File: src/rtl/usb_defs_pkg.sv
// Shared USB receive definitions: PID codes, decoder states, CRC constants, output bundle.
package usb_defs_pkg;

  localparam logic [3:0] PidOut   = 4'h1;
  localparam logic [3:0] PidIn    = 4'h9;
  localparam logic [3:0] PidSof   = 4'h5;
  localparam logic [3:0] PidSetup = 4'hD;
  localparam logic [3:0] PidData0 = 4'h3;
  localparam logic [3:0] PidData1 = 4'hB;
  localparam logic [3:0] PidAck   = 4'h2;
  localparam logic [3:0] PidNak   = 4'hA;
  localparam logic [3:0] PidStall = 4'hE;

  localparam logic [4:0]  Crc5Poly      = 5'b00101;
  localparam logic [4:0]  Crc5Preset    = 5'b11111;
  localparam logic [4:0]  Crc5Residual  = 5'b01100;
  localparam logic [15:0] Crc16Poly     = 16'h8005;
  localparam logic [15:0] Crc16Preset   = 16'hFFFF;
  localparam logic [15:0] Crc16Residual = 16'h800D;

  typedef enum logic [2:0] {StIdle, StTok1, StTok2, StData, StDiscard} state_e;

  // Registered rx_* outputs, kept together so reset and per-cycle pulse clearing stay simple.
  typedef struct packed {
    logic        valid;
    logic [3:0]  pid;
    logic [3:0]  data_pid;
    logic [6:0]  addr;
    logic [3:0]  ep;
    logic [10:0] frame;
    logic [7:0]  data_in;
    logic        data_valid;
    logic [15:0] data_len;
    logic        crc_err;
    logic        pid_err;
  } rx_out_t;

endpackage

File: src/rtl/usb_rx_pkt_decoder_if.sv
// Byte-stream input and rx_* packet output bundle of the receive packet decoder.
interface usb_rx_pkt_decoder_if;
  logic        in_valid;
  logic [7:0]  in_data;
  logic        in_sop;
  logic        in_eop;
  logic [6:0]  dev_addr;
  logic        rx_valid;
  logic [3:0]  rx_pid;
  logic [3:0]  rx_data_pid;
  logic [6:0]  rx_addr;
  logic [3:0]  rx_ep;
  logic [10:0] rx_frame;
  logic [7:0]  rx_data_in;
  logic        rx_data_valid;
  logic [15:0] rx_data_len;
  logic        rx_crc_err;
  logic        rx_pid_err;

  modport master (
    output in_valid, in_data, in_sop, in_eop, dev_addr,
    input  rx_valid, rx_pid, rx_data_pid, rx_addr, rx_ep, rx_frame,
    input  rx_data_in, rx_data_valid, rx_data_len, rx_crc_err, rx_pid_err
  );

  modport slave (
    input  in_valid, in_data, in_sop, in_eop, dev_addr,
    output rx_valid, rx_pid, rx_data_pid, rx_addr, rx_ep, rx_frame,
    output rx_data_in, rx_data_valid, rx_data_len, rx_crc_err, rx_pid_err
  );
endinterface

File: src/rtl/usb_crc_byte.sv
// Byte-serial CRC, LSB first, with synchronous clear to the preset value.
module usb_crc_byte #(
  parameter int unsigned      Width  = 5,
  parameter logic [Width-1:0] Poly   = '0,
  parameter logic [Width-1:0] Preset = '1
) (
  input  logic             clk,
  input  logic             rst,
  input  logic             i_clear,
  input  logic             i_valid,
  input  logic [7:0]       i_data,
  output logic [Width-1:0] o_crc_nxt
);

  logic [Width-1:0] r_crc;
  logic [Width-1:0] w_step;

  // Eight serial LFSR steps; o_crc_nxt is the CRC including the byte on i_data.
  always_comb begin
    w_step = r_crc;
    for (int i = 0; i < 8; i++) begin
      if (w_step[Width-1] ^ i_data[i]) w_step = {w_step[Width-2:0], 1'b0} ^ Poly;
      else                             w_step = {w_step[Width-2:0], 1'b0};
    end
  end

  assign o_crc_nxt = w_step;

  // CRC register: preset on reset/clear, advance one byte per valid.
  always_ff @(posedge clk) begin
    if (rst || i_clear) r_crc <= Preset;
    else if (i_valid)   r_crc <= w_step;
  end

endmodule

File: src/rtl/usb_rx_pkt_decoder.sv
// USB receive packet decoder: PID/CRC checks, token address filter, payload CRC strip.
module usb_rx_pkt_decoder
  import usb_defs_pkg::*;
#(
  parameter int unsigned MAX_PAYLOAD = 64,
  parameter bit          ADDR_FILTER = 1'b1
) (
  input logic                 clk,
  input logic                 rst,
  usb_rx_pkt_decoder_if.slave bus
);

  localparam logic [15:0] MaxRcv = 16'(MAX_PAYLOAD + 2);

  state_e      r_state, w_state_nxt;
  rx_out_t     r_out, w_out_nxt;
  logic [3:0]  r_tok_pid, w_tok_pid_nxt;
  logic [7:0]  r_tok_b1, w_tok_b1_nxt;
  logic        r_armed, w_armed_nxt;
  logic [7:0]  r_buf0, w_buf0_nxt, r_buf1, w_buf1_nxt;
  logic [1:0]  r_buf_cnt, w_buf_cnt_nxt;
  logic [15:0] r_len, w_len_nxt, r_rcv, w_rcv_nxt;
  logic        r_err_eop, w_err_eop_nxt;

  logic        w_crc_clear, w_crc_feed, w_pid_ok;
  logic [3:0]  w_pid;
  logic [4:0]  w_crc5_nxt;
  logic [15:0] w_crc16_nxt;

  assign w_pid       = bus.in_data[3:0];
  assign w_pid_ok    = (bus.in_data[7:4] == ~bus.in_data[3:0]);
  assign w_crc_clear = bus.in_valid & bus.in_sop;
  assign w_crc_feed  = bus.in_valid & ~bus.in_sop;

  usb_crc_byte #(.Width(5), .Poly(Crc5Poly), .Preset(Crc5Preset)) u_crc5 (
    .clk       (clk),
    .rst       (rst),
    .i_clear   (w_crc_clear),
    .i_valid   (w_crc_feed),
    .i_data    (bus.in_data),
    .o_crc_nxt (w_crc5_nxt)
  );

  usb_crc_byte #(.Width(16), .Poly(Crc16Poly), .Preset(Crc16Preset)) u_crc16 (
    .clk       (clk),
    .rst       (rst),
    .i_clear   (w_crc_clear),
    .i_valid   (w_crc_feed),
    .i_data    (bus.in_data),
    .o_crc_nxt (w_crc16_nxt)
  );

  // Next-state and output decode; a sop byte always restarts parsing from the PID.
  always_comb begin
    w_state_nxt        = r_state;
    w_out_nxt          = r_out;
    w_out_nxt.valid      = 1'b0;
    w_out_nxt.data_valid = 1'b0;
    w_out_nxt.crc_err    = 1'b0;
    w_out_nxt.pid_err    = 1'b0;
    w_tok_pid_nxt      = r_tok_pid;
    w_tok_b1_nxt       = r_tok_b1;
    w_armed_nxt        = r_armed;
    w_buf0_nxt         = r_buf0;
    w_buf1_nxt         = r_buf1;
    w_buf_cnt_nxt      = r_buf_cnt;
    w_len_nxt          = r_len;
    w_rcv_nxt          = r_rcv;
    w_err_eop_nxt      = r_err_eop;
    if (bus.in_valid && bus.in_sop) begin
      w_len_nxt     = '0;
      w_rcv_nxt     = '0;
      w_buf_cnt_nxt = '0;
      w_err_eop_nxt = 1'b0;
      w_tok_pid_nxt = w_pid;
      w_state_nxt   = bus.in_eop ? StIdle : StDiscard;
      if (!w_pid_ok) begin
        w_out_nxt.pid_err = 1'b1;
      end else begin
        case (w_pid)
          PidOut, PidIn, PidSof, PidSetup: begin
            if (bus.in_eop) begin
              // Truncated token counts as a CRC failure.
              w_out_nxt.valid   = 1'b1;
              w_out_nxt.crc_err = 1'b1;
              w_armed_nxt       = 1'b0;
            end else begin
              w_state_nxt = StTok1;
            end
          end
          PidData0, PidData1: begin
            if (r_armed) begin
              w_out_nxt.data_pid = w_pid;
              if (bus.in_eop) begin
                w_out_nxt.valid    = 1'b1;
                w_out_nxt.crc_err  = 1'b1;
                w_out_nxt.data_len = '0;
                w_armed_nxt        = 1'b0;
              end else begin
                w_state_nxt = StData;
              end
            end
          end
          PidAck, PidNak, PidStall: begin
            if (bus.in_eop) begin
              w_out_nxt.valid = 1'b1;
              w_out_nxt.pid   = w_pid;
            end
          end
          default: ;
        endcase
      end
    end else if (bus.in_valid) begin
      case (r_state)
        StTok1: begin
          w_tok_b1_nxt = bus.in_data;
          if (bus.in_eop) begin
            w_out_nxt.valid   = 1'b1;
            w_out_nxt.crc_err = 1'b1;
            w_armed_nxt       = 1'b0;
            w_state_nxt       = StIdle;
          end else begin
            w_state_nxt = StTok2;
          end
        end
        StTok2: begin
          w_state_nxt = StIdle;
          if (!bus.in_eop) begin
            // Overlong token: report as a CRC failure once the packet ends.
            w_armed_nxt   = 1'b0;
            w_err_eop_nxt = 1'b1;
            w_state_nxt   = StDiscard;
          end else if (w_crc5_nxt != Crc5Residual) begin
            w_out_nxt.valid   = 1'b1;
            w_out_nxt.crc_err = 1'b1;
            w_armed_nxt       = 1'b0;
          end else if (r_tok_pid == PidSof) begin
            w_out_nxt.valid = 1'b1;
            w_out_nxt.pid   = PidSof;
            w_out_nxt.frame = {bus.in_data[2:0], r_tok_b1};
          end else if (ADDR_FILTER && (r_tok_b1[6:0] != bus.dev_addr)) begin
            w_armed_nxt = 1'b0;
          end else begin
            w_out_nxt.valid = 1'b1;
            w_out_nxt.pid   = r_tok_pid;
            w_out_nxt.addr  = r_tok_b1[6:0];
            w_out_nxt.ep    = {bus.in_data[2:0], r_tok_b1[7]};
            // Only host-to-device tokens can be followed by a data packet for us.
            w_armed_nxt     = (r_tok_pid == PidOut) || (r_tok_pid == PidSetup);
          end
        end
        StData: begin
          w_rcv_nxt = r_rcv + 16'd1;
          if (r_rcv == MaxRcv) begin
            w_armed_nxt = 1'b0;
            if (bus.in_eop) begin
              w_out_nxt.valid    = 1'b1;
              w_out_nxt.crc_err  = 1'b1;
              w_out_nxt.data_len = r_len;
              w_state_nxt        = StIdle;
            end else begin
              w_err_eop_nxt = 1'b1;
              w_state_nxt   = StDiscard;
            end
          end else begin
            // Two-byte delay line: the last two bytes of the packet are the CRC16.
            if (r_buf_cnt == 2'd2) begin
              w_out_nxt.data_in    = r_buf0;
              w_out_nxt.data_valid = 1'b1;
              w_buf0_nxt           = r_buf1;
              w_buf1_nxt           = bus.in_data;
              w_len_nxt            = r_len + 16'd1;
            end else if (r_buf_cnt == 2'd1) begin
              w_buf1_nxt    = bus.in_data;
              w_buf_cnt_nxt = 2'd2;
            end else begin
              w_buf0_nxt    = bus.in_data;
              w_buf_cnt_nxt = 2'd1;
            end
            if (bus.in_eop) begin
              w_out_nxt.valid    = 1'b1;
              w_out_nxt.data_len = w_len_nxt;
              w_out_nxt.crc_err  = (w_crc16_nxt != Crc16Residual) || (r_buf_cnt == 2'd0);
              w_armed_nxt        = 1'b0;
              w_state_nxt        = StIdle;
            end
          end
        end
        StDiscard: begin
          if (bus.in_eop) begin
            w_state_nxt = StIdle;
            if (r_err_eop) begin
              w_out_nxt.valid    = 1'b1;
              w_out_nxt.crc_err  = 1'b1;
              w_out_nxt.data_len = r_len;
            end
          end
        end
        default: ;
      endcase
    end
  end

  // State and output registers.
  always_ff @(posedge clk) begin
    if (rst) begin
      r_state   <= StIdle;
      r_out     <= '0;
      r_tok_pid <= '0;
      r_tok_b1  <= '0;
      r_armed   <= 1'b0;
      r_buf0    <= '0;
      r_buf1    <= '0;
      r_buf_cnt <= '0;
      r_len     <= '0;
      r_rcv     <= '0;
      r_err_eop <= 1'b0;
    end else begin
      r_state   <= w_state_nxt;
      r_out     <= w_out_nxt;
      r_tok_pid <= w_tok_pid_nxt;
      r_tok_b1  <= w_tok_b1_nxt;
      r_armed   <= w_armed_nxt;
      r_buf0    <= w_buf0_nxt;
      r_buf1    <= w_buf1_nxt;
      r_buf_cnt <= w_buf_cnt_nxt;
      r_len     <= w_len_nxt;
      r_rcv     <= w_rcv_nxt;
      r_err_eop <= w_err_eop_nxt;
    end
  end

  assign bus.rx_valid      = r_out.valid;
  assign bus.rx_pid        = r_out.pid;
  assign bus.rx_data_pid   = r_out.data_pid;
  assign bus.rx_addr       = r_out.addr;
  assign bus.rx_ep         = r_out.ep;
  assign bus.rx_frame      = r_out.frame;
  assign bus.rx_data_in    = r_out.data_in;
  assign bus.rx_data_valid = r_out.data_valid;
  assign bus.rx_data_len   = r_out.data_len;
  assign bus.rx_crc_err    = r_out.crc_err;
  assign bus.rx_pid_err    = r_out.pid_err;

endmodule
File: src/flat_wrapper.sv
// flat-port wrapper written by rule: the top's interface ports become plain ports
module usb_rx_pkt_decoder_flat import usb_defs_pkg::*;
#(
  parameter int unsigned MAX_PAYLOAD = 64,
  parameter bit          ADDR_FILTER = 1'b1
)
  (clk, rst, bus_in_valid, bus_in_data, bus_in_sop, bus_in_eop, bus_dev_addr, bus_rx_valid, bus_rx_pid, bus_rx_data_pid, bus_rx_addr, bus_rx_ep, bus_rx_frame, bus_rx_data_in, bus_rx_data_valid, bus_rx_data_len, bus_rx_crc_err, bus_rx_pid_err);
  usb_rx_pkt_decoder_if bus_i ();
  input logic clk;
  input logic rst;
  input wire logic [$bits(bus_i.in_valid)-1:0] bus_in_valid;
  input wire logic [$bits(bus_i.in_data)-1:0] bus_in_data;
  input wire logic [$bits(bus_i.in_sop)-1:0] bus_in_sop;
  input wire logic [$bits(bus_i.in_eop)-1:0] bus_in_eop;
  input wire logic [$bits(bus_i.dev_addr)-1:0] bus_dev_addr;
  output wire logic [$bits(bus_i.rx_valid)-1:0] bus_rx_valid;
  output wire logic [$bits(bus_i.rx_pid)-1:0] bus_rx_pid;
  output wire logic [$bits(bus_i.rx_data_pid)-1:0] bus_rx_data_pid;
  output wire logic [$bits(bus_i.rx_addr)-1:0] bus_rx_addr;
  output wire logic [$bits(bus_i.rx_ep)-1:0] bus_rx_ep;
  output wire logic [$bits(bus_i.rx_frame)-1:0] bus_rx_frame;
  output wire logic [$bits(bus_i.rx_data_in)-1:0] bus_rx_data_in;
  output wire logic [$bits(bus_i.rx_data_valid)-1:0] bus_rx_data_valid;
  output wire logic [$bits(bus_i.rx_data_len)-1:0] bus_rx_data_len;
  output wire logic [$bits(bus_i.rx_crc_err)-1:0] bus_rx_crc_err;
  output wire logic [$bits(bus_i.rx_pid_err)-1:0] bus_rx_pid_err;
  assign bus_i.in_valid = bus_in_valid;
  assign bus_i.in_data = bus_in_data;
  assign bus_i.in_sop = bus_in_sop;
  assign bus_i.in_eop = bus_in_eop;
  assign bus_i.dev_addr = bus_dev_addr;
  assign bus_rx_valid = bus_i.rx_valid;
  assign bus_rx_pid = bus_i.rx_pid;
  assign bus_rx_data_pid = bus_i.rx_data_pid;
  assign bus_rx_addr = bus_i.rx_addr;
  assign bus_rx_ep = bus_i.rx_ep;
  assign bus_rx_frame = bus_i.rx_frame;
  assign bus_rx_data_in = bus_i.rx_data_in;
  assign bus_rx_data_valid = bus_i.rx_data_valid;
  assign bus_rx_data_len = bus_i.rx_data_len;
  assign bus_rx_crc_err = bus_i.rx_crc_err;
  assign bus_rx_pid_err = bus_i.rx_pid_err;
  usb_rx_pkt_decoder #(.MAX_PAYLOAD(MAX_PAYLOAD), .ADDR_FILTER(ADDR_FILTER)) u_core (.clk(clk), .rst(rst), .bus(bus_i));
endmodule
File: config.mk
export PLATFORM = sky130hd
export DESIGN_NAME = usb_rx_pkt_decoder_flat
export DESIGN_NICKNAME = d
export VERILOG_FILES = /design/src/rtl/usb_defs_pkg.sv /design/src/rtl/usb_rx_pkt_decoder_if.sv /design/src/rtl/usb_crc_byte.sv /design/src/rtl/usb_rx_pkt_decoder.sv /design/src/flat_wrapper.sv
export SDC_FILE = /design/constraint.sdc
export NUM_CORES = 1
export LEC_CHECK = 0
export CAP_MARGIN = 15
export CORE_MARGIN = 4
export CORE_UTILIZATION = 60
export CTS_CLUSTER_SIZE = 8
export DETAILED_ROUTE_END_ITERATION = 10
export DONT_BUFFER_PORTS = 1
export PLACE_DENSITY = 0.76
export SYNTH_ARGS = -nofsm -noshare
export SYNTH_HDL_FRONTEND = slang
export SYNTH_SLANG_ARGS = --single-unit
File: constraint.sdc
create_clock -name clk -period 3.74 [get_ports clk]
set_input_delay 0.561 -clock clk [delete_from_list [all_inputs] [get_ports clk]]
set_output_delay 0.561 -clock clk [all_outputs]
set_load 0.03 [all_outputs]
==> summary.md, run 1 <==
| Metric | Value |
|---|---|
| Run status | completed |
| CTS Buf Count | 17 |
| Setup clock skew after layout | 0.006427 ns |
| Count of buffers added by post-CTS timing repair for setup | 0 |
| Number of inserted diodes | 0 |
| Number of enable-type register cells in the synthesized netlist | 0 |
| Clock Root Buffer | sky130_fd_sc_hd__clkbuf_16 |
| Largest net degree at the start of global routing | 114 |
| Library cells used by synthesis | 62 |
| Height of the die | 116.9 um |
| Number of buffers on the longest clock path | 2 |
| Remaining antenna violation count after routing | 0 |
| Fin. Hold Viols | 0 |
| Synthesized-area fraction occupied by adder cells | 1.056% |
| Share of cell area taken by muxes after synthesis | 6.228% |
| Worst min path class | input pin to flip-flop |
| Register bit count reported by yosys | ~150 |
| Top flip-flop cell by instance count after synthesis | sky130_fd_sc_hd__dfxtp_1 |
| Half-perimeter wire length of the detailed placement result | 11850 um |
| Simple logic cell fraction of the synthesized area | 23.35% |
| Final Setup Violations | 0 |
| Max capacitance violation total | 0 |
| Total detailed-routing wirelength | approximately 18000 um |
| Worst-case reg-to-reg path depth | 5 |
| Unrepaired setup endpoints after global routing | false |
| Setup slack at placement | a little under 1 ns |
| Mean post-synth cell area | ~8.5 um2 |
| Max-Slew Margin vs Limit | 26.46% |
| Antenna violations before repair | 0 |
| Number of clock sinks | 146 |
| Number of global-route vias before repair | 5737 |
| CTS H-Tree Depth | 4 |
| Ports placed on the boundary | 78 |
| Synthesized-area fraction occupied by xor and xnor cells | 10.24% |
| Number of gates given a new drive strength after cts | 0 |
| Total GRT Usage | about a quarter |
| Share of cells above drive strength 1 | 6.610% |
| Share of flip-flops with an asynchronous set or reset after synthesis | 0% |
| P per Cell Area | 478.8 nW/um2 |
| Detailed Route Iter0 Violations | ~700 |
| Static power due to leakage | 2.847 nW |
| Clock Pin Slew Worst Setup and Hold Paths | 0.06 ns |
| CTS tree | yes |
| Final max-slew violation count | 0 |
| Maximum resistive drop on vdd | around 0.34 mV |
| Number of buffers inserted by port buffering | 0 |
| Category of the most critical setup path | flip-flop to flip-flop |
| Clock latency of the later-clocked register in the worst-skew pair | 0.43 ns |
| Routability Congestion | around 0.88 |
| Cell count after synthesis | 836 |
| Tmin final | 2.751 ns |
| Number of nets in the synthesized netlist | around 860 |
| Worst path arrival time | 3.11 ns |
| Via density per instance | 6.282 |
| Worst setup SP type | flip-flop |
| Std cell rows | 39 |
| Netlist area before placement | 7112 um2 |
| Area growth from synthesis to final layout | 8.937% |
| Via count of the routed design | 6031 |
| Tightest Pin Transition | 1.103 ns |
| Chip width | 116.9 um |
| Final cycle utilization of the critical path | roughly 74% |
| Global-route congestion overflow total | 0 |
| Post-synthesis compound-gate area fraction | 14.02% |
| YS warnings | 0 |
| Worst Hold Depth | 1 |
| Number of detailed-routing iterations run before antenna repair | 5 |
| Top fanout value on the critical path | 15 |
| Post-route DRC | 0 |
| Main combinational cell family by area after synthesis | simple AND/OR/NAND/NOR gates |
| Wire length per cell after detailed routing | 18.41 um |
| Cts hold-fix bufs | 0 |
| Core box area | 11520 um2 |
| Area of the die | ~14000 um2 |
| Wire length of the first global-routing pass | around 29000 um |
| # nets final | 831 |
| Data required time of the worst path | 4.10 ns |
| Starting density of the core | 61.76% |
| Worst setup EP type | flip-flop |
| Top achievable clock speed | 0.3635 GHz |
| Sequential area share after synthesis | 41.10% |
| Total negative setup slack | 0 ns |
| Minimum setup slack in the final design | 0.9889 ns |
## worst max-delay path: stages, from the launching register on
cell                       delay (ns)
sky130_fd_sc_hd__dfxtp_1         0.55
sky130_fd_sc_hd__nor4bb_1        0.58
sky130_fd_sc_hd__a211oi_1        0.15
sky130_fd_sc_hd__or3_1           0.68
sky130_fd_sc_hd__or4_1           0.60
sky130_fd_sc_hd__a21oi_1         0.13
## worst paths after layout
check | from | slack (ns) | to
worst max-delay path | u_core.r_state[2] | 0.99 | u_core.bus.rx_data_len[5]
worst min-delay path | rst | 0.21 | u_core.r_tok_pid[0]
worst max register to register | u_core.r_state[2] | 0.99 | u_core.bus.rx_data_len[5]
worst min register to register | u_core.r_buf1[0] | 0.46 | u_core.r_buf1[0]
## Yosys cell counts (3+ instances only)
cell type	number	share of area [%]
sky130_fd_sc_hd__a211oi_1	12	1.3
sky130_fd_sc_hd__a21o_1	6	0.63
sky130_fd_sc_hd__a21oi_1	57	4.0
sky130_fd_sc_hd__a22oi_1	4	0.42
sky130_fd_sc_hd__a31oi_1	8	0.70
sky130_fd_sc_hd__a41oi_1	7	0.86
sky130_fd_sc_hd__and2_1	4	0.35
sky130_fd_sc_hd__and3_1	7	0.62
sky130_fd_sc_hd__and4_1	6	0.74
sky130_fd_sc_hd__buf_2	8	0.56
sky130_fd_sc_hd__clkbuf_1	49	2.6
sky130_fd_sc_hd__dfxtp_1	146	41
sky130_fd_sc_hd__ha_1	6	1.1
sky130_fd_sc_hd__inv_1	9	0.47
sky130_fd_sc_hd__mux2i_1	42	5.9
sky130_fd_sc_hd__nand2_1	68	3.6
sky130_fd_sc_hd__nand2b_1	25	2.2
sky130_fd_sc_hd__nand3_1	34	2.4
sky130_fd_sc_hd__nand4_1	19	1.7
sky130_fd_sc_hd__nor2_1	102	5.4
sky130_fd_sc_hd__nor2b_1	7	0.62
sky130_fd_sc_hd__nor3_1	16	1.1
sky130_fd_sc_hd__nor3b_1	3	0.32
sky130_fd_sc_hd__nor4_1	10	0.88
sky130_fd_sc_hd__o21a_1	4	0.42
sky130_fd_sc_hd__o21ai_0	30	2.1
sky130_fd_sc_hd__o22ai_1	11	0.97
sky130_fd_sc_hd__or2_2	7	0.62
sky130_fd_sc_hd__or3_1	13	1.1
sky130_fd_sc_hd__xnor2_1	45	5.5
sky130_fd_sc_hd__xor2_1	27	3.3
## sequential cells by signal, summed over array words and instances (netlist names), 2 cells and up
register and count:
u_core.r_tok_b1 8, u_core.bus.rx_data_len 16, u_core.r_buf1 8, u_core.u_crc5.r_crc 5, u_core.u_crc16.r_crc 16, u_core.r_rcv 16
u_core.bus.rx_addr 7, u_core.r_tok_pid 4, u_core.r_len 16, u_core.bus.rx_frame 11, u_core.bus.rx_data_in 8, u_core.bus.rx_data_pid 4
u_core.r_buf0 8, u_core.bus.rx_pid 4, u_core.r_state 3, u_core.bus.rx_ep 4, u_core.r_buf_cnt 2
## cell usage in the layout, fill, tap and decap left out, types with 3 or more instances in the layout
| cell type | count |
|---|---|
| sky130_fd_sc_hd__dfxtp_1 | 146 |
| sky130_fd_sc_hd__nor2_1 | 102 |
| sky130_fd_sc_hd__nand2_1 | 68 |
| sky130_fd_sc_hd__a21oi_1 | 57 |
| sky130_fd_sc_hd__xnor2_1 | 45 |
| sky130_fd_sc_hd__mux2i_1 | 42 |
| sky130_fd_sc_hd__nand3_1 | 34 |
| sky130_fd_sc_hd__o21ai_0 | 30 |
| sky130_fd_sc_hd__xor2_1 | 27 |
| sky130_fd_sc_hd__nand2b_1 | 25 |
| sky130_fd_sc_hd__nand4_1 | 19 |
| sky130_fd_sc_hd__clkbuf_16 | 17 |
| sky130_fd_sc_hd__nor3_1 | 15 |
| sky130_fd_sc_hd__or3_1 | 13 |
| sky130_fd_sc_hd__a211oi_1 | 12 |
| sky130_fd_sc_hd__o22ai_1 | 11 |
| sky130_fd_sc_hd__buf_4 | 11 |
| sky130_fd_sc_hd__nor4_1 | 10 |
| sky130_fd_sc_hd__inv_1 | 9 |
| sky130_fd_sc_hd__a31oi_1 | 8 |
| sky130_fd_sc_hd__nor2b_1 | 7 |
| sky130_fd_sc_hd__and3_1 | 7 |
| sky130_fd_sc_hd__or2_2 | 7 |
| sky130_fd_sc_hd__a41oi_1 | 7 |
| sky130_fd_sc_hd__and4_1 | 6 |
| sky130_fd_sc_hd__a21o_1 | 6 |
| sky130_fd_sc_hd__ha_1 | 6 |
| sky130_fd_sc_hd__a22oi_1 | 4 |
| sky130_fd_sc_hd__o21a_1 | 4 |
| sky130_fd_sc_hd__and2_1 | 4 |
| sky130_fd_sc_hd__clkinv_4 | 4 |
| sky130_fd_sc_hd__bufinv_16 | 4 |
| sky130_fd_sc_hd__nor3b_1 | 3 |
## power by group
| group | internal, W | switching (W) | total [W] |
|---|---|---|---|
| logic | 0.000153 | 0.000173 | 0.000325 |
| clock network | 0.00112 | 0.000665 | 0.00178 |
| registers | 0.00158 | 0.0000245 | 0.00160 |
## through the flow
stage	area (um2)	total power, W	hold WS [ns]	utilization, %	cells
3_3_place_gp	7131	0.001943	0.4368	61.92	929
3_5_place_dp	7131	0.001954	0.4440	61.92	929
4_1_cts	7747	0.003720	0.1941	67.28	960
2_1_floorplan	7112	0.001936	0.4324	-	836
5_1_grt	7747	0.003826	0.1848	67.28	960
6_report	7747	0.003710	0.2053	67.28	960
## cell type report
| class | instances | area (um2) |
|---|---|---|
| Timing Repair Buffer | 11 | 82.58 |
| Fill cell | 922 | 3769 |
| Inverter | 10 | 37.54 |
| Clock buffer | 19 | 432.9 |
| Sequential cell | 146 | 2923 |
| Multi-Input combinational cell | 619 | 3909 |
| Clock inverter | 12 | 183.9 |
| Tap cell | 143 | 178.9 |
## cells by family after synthesis
logic type,count (synthesis)
mux,44
fa+ha+maj,6
buf+inv,71
xor+xnor,76
compound gates,158
simple gates,335
flops,146
## per-layer routing
layer / GRT usage, % / vias to the layer above / part of all wire (%)
li1: - / 2860 / -
met1: 34.96 / 2894 / 43
met2: 41.60 / 235 / 47
met3: 7.506 / 42 / 7.4
met4: 10.17 / 0 / 2.4
met5: 0 / - / 0
No activity file was read; power rests on OpenSTA's default activity.
==> run 2, diff against run 1 <==
Settings changed: CORE_UTILIZATION 60 to 57, PLACE_DENSITY 0.76 to 0.75.
Clock period 3.74 ns to 2.3 ns, I/O delays scaled along.
==> run 2 against run 1 <==
  * Largest cell class unchanged
  * Die area rose by 4.9%
  * Largest power group unchanged
  * Critical path depth up 2
  * Clock power increased by 48%
  * Cell count increased by 6.5%
  * Worst setup slack worse by 0.88 ns
  * Core utilization down 0.45 points
  * Clock-buffer cell count is 1 lower
  * Flip-flop and latch count unchanged
==> summary.md, run 2 (same netlist as run 1, synthesis figures left out) <==
| Metric | Value |
|---|---|
| Run status | completed |
| Delay of the slowest cell on the worst path | 0.41 ns (-0.27 ns) |
| P per Cell Area | 723.6 nW/um2 (+51%) |
| Top fanout value on the critical path | 3 (-12) |
| Largest delay share family, worst path | compound AO/OA/AOI/OAI gates |
| Instance count on the critical path | 7 (+2) |
| Top achievable clock speed | 0.4567 GHz (+26%) |
| Count of placed standard cells including taps | 983 (+5.8%) |
| Setup clock skew after layout | 0.006776 ns (+0.0003490 ns) |
| Worst reg2reg path startpoint | u_core.u_crc5.r_crc[4] |
| CTS H-Tree Depth | 4 (unchanged) |
| First element of the critical path | u_core.u_crc5.r_crc[4] |
| Maximum resistive drop on vdd | 0.6135 mV (+79%) |
| Std cell rows | 40 (+2.6%) |
| Final cycle utilization of the critical path | 95.20% (+22 points) |
| Detailed Route Iter0 Violations | 526 (-24%) |
| Worst setup EP type | flip-flop |
| Wire length per cell after detailed routing | 18.11 um (-1.7%) |
| Global-route congestion overflow total | 0 (unchanged) |
| Worst-case reg-to-reg path depth | 7 (+2) |
| Commonest non-fill, non-tap cell in the layout | sky130_fd_sc_hd__dfxtp_1 |
| Total GRT Usage | 25.57% (-1.0 points) |
| Endpoint of the worst-slack reg-to-reg timing path | u_core.bus.rx_pid[1] |
| Number of detailed-routing iterations run before antenna repair | 5 (unchanged) |
| Share of cells above drive strength 1 | 12.06% (+5.5 points) |
| Remaining antenna violation count after routing | 0 (unchanged) |
| Crit path max-delay cell type | sky130_fd_sc_hd__a221o_1 |
| Final max-slew violation count | 0 (unchanged) |
| Via density per instance | 6.027 (-4.1%) |
| Chip width | 119.7 um (+2.4%) |
| Unrepaired setup endpoints after global routing | false |
| # nets final | 867 (+4.3%) |
| Largest net degree at the start of global routing | 49 (-57%) |
| Via count of the routed design | 6160 (+2.1%) |
| Core box area | 12110 um2 (+5.2%) |
| Worst setup endpoint | u_core.bus.rx_pid[1] |
| Clock latency of the later-clocked register in the worst-skew pair | 0.42 ns (about the same) |
| Setup slack on the worst flop-to-flop path | 0.11 ns (-0.88 ns) |
| Post-route DRC | 0 (unchanged) |
| Number of buffers on the longest clock path | 2 (unchanged) |
| CTS tree | yes |
| Antenna violations before repair | 0 (unchanged) |
| Total detailed-routing wirelength | 18500 um (+4.7%) |
| Fin. Hold Viols | 0 (unchanged) |
| Height of the die | 119.7 um (+2.4%) |
| Data required time of the worst path | 2.61 ns (-1.49 ns) |
| Ports placed on the boundary | 78 (unchanged) |
| Worst setup SP type | flip-flop |
| Worst min path class | input pin to flip-flop |
| Starting density of the core | 58.72% (-3.0 points) |
| Number of inserted diodes | 0 (unchanged) |
| Tightest Pin Transition | 1.110 ns (+0.007284 ns) |
| Number of fillers in the final layout | 1023 (+11%) |
| Number of buffers inserted by port buffering | 0 (unchanged) |
| Tmin final | 2.190 ns (-0.5616 ns) |
| Static power due to leakage | 3.042 nW (+6.9%) |
| CTS Buf Count | 17 (unchanged) |
| Cells along the critical path | xor2_4, buf_4, xor2_1, a2111oi_4, nand4_1, a221o_1, mux2_4 |
| Number of global-route vias before repair | 5854 (+2.0%) |
| Max capacitance violation total | 0 (unchanged) |
| Buffer and inverter count on the worst path | 1 (+1) |
| Wire length of the first global-routing pass | 29640 um (+3.3%) |
| Total negative setup slack | 0 ns (unchanged) |
| Max-Slew Margin vs Limit | 25.73% (-0.73 points) |
| Non-filler cells in the finished layout | 1022 (+6.5%) |
| Number of clock sinks | 146 (unchanged) |
| Half-perimeter wire length of the detailed placement result | 12120 um (+2.3%) |
| Final Setup Violations | 0 (unchanged) |
| Worst path arrival time | 2.50 ns (-0.61 ns) |
| Area of the die | 14330 um2 (+4.9%) |
| Top library cells by usage in the layout, fill and taps aside | 145 x sky130_fd_sc_hd__dfxtp_1, 102 x sky130_fd_sc_hd__nor2_1, 66 x sky130_fd_sc_hd__nand2_1, 57 x sky130_fd_sc_hd__a21oi_1 |
| Clock Pin Slew Worst Setup and Hold Paths | 0.06 ns (about the same) |
| Category of the most critical setup path | flip-flop to flip-flop |
| Clock Root Buffer | sky130_fd_sc_hd__clkbuf_16 |
| Area growth from synthesis to final layout | 13.81% |
| Routability Congestion | 0.9008 (+2.1%) |
## run 2: cell types whose count changed in the layout (fill, tap and decap cells not counted), moves of 3 or more
cell | previous run | this run
sky130_fd_sc_hd__xnor2_2 | 0 | 3
sky130_fd_sc_hd__inv_6 | 1 | 4
sky130_fd_sc_hd__dlygate4sd3_1 | 0 | 3
sky130_fd_sc_hd__buf_4 | 11 | 42
sky130_fd_sc_hd__bufinv_16 | 4 | 1
sky130_fd_sc_hd__xnor2_1 | 45 | 42
## run 2: how the worst min path moves through the flow
stage | startpoint | end | slack, ns | depth (start not counted)
5_1_grt | rst | u_core.u_crc16.r_crc[13] | 0.03 | 1
4_1_cts | rst | u_core.u_crc5.r_crc[1] | 0.02 | 1
3_5_place_dp | rst | u_core.bus.rx_data_len[8] | 0.42 | 1
6_report | rst | u_core.u_crc5.r_crc[1] | 0.04 | 1
3_3_place_gp | rst | u_core.bus.rx_data_len[7] | 0.43 | 1
2_1_floorplan | u_core.r_err_eop | u_core.r_err_eop | 0.43 | 2
## run 2: layout make-up
cell class	instances	area (um2)	share of cell area, %
Multi-Input combinational cell	619	3984	49.22
Sequential cell	146	2927	36.16
Clock buffer	18	429.2	5.302
Timing Repair Buffer	47	376.6	4.653
Tap cell	168	210.2	2.597
Clock inverter	14	130.1	1.608
Inverter	10	37.54	0.4638
## run 2: report_power, final
group          internal, W  switching (W)  total (W)
Combinational     0.000307       0.000316   0.000623
Clock              0.00150        0.00113    0.00263
Sequential         0.00257      0.0000395    0.00261
Total              0.00438        0.00148    0.00586
## run 2: timing repair
action,CTS,global route
hold endpoints to repair,48,0
resized for setup,0,12
setup endpoints to repair,0,35
hold buffers,4,0
setup buffers,0,3
## run 2: metal layers
metal  vias up  GRT usage (%)  wire, um
li1       2946              -         -
met1      2976          32.41      8003
met2       208          41.84      8894
met3        30          7.352      1214
met4         0          8.805       391
met5         -              0         0
## run 2: per-stage QoR
step	hold WS, ns	instance area [um2]	setup WS (ns)	total power (W)	utilization, %
floorplan	0.4324	7171	-0.1061	0.003165	-
global placement	0.4251	7423	0.08829	0.003186	61.29
detailed placement	0.4250	7423	0.01579	0.003206	61.29
CTS	0.02122	8033	0.01019	0.005843	66.32
global route	0.02951	8094	0.005362	0.006052	66.83
finish	0.04330	8094	0.1105	0.005857	66.83
==> run 3, diff against run 2 <==
Settings changed: CAP_MARGIN 15 to unset, SLEW_MARGIN set to 20.
==> results of run 3 <==
Same layout as run 2: the final DEF is identical, and so are final timing and power.
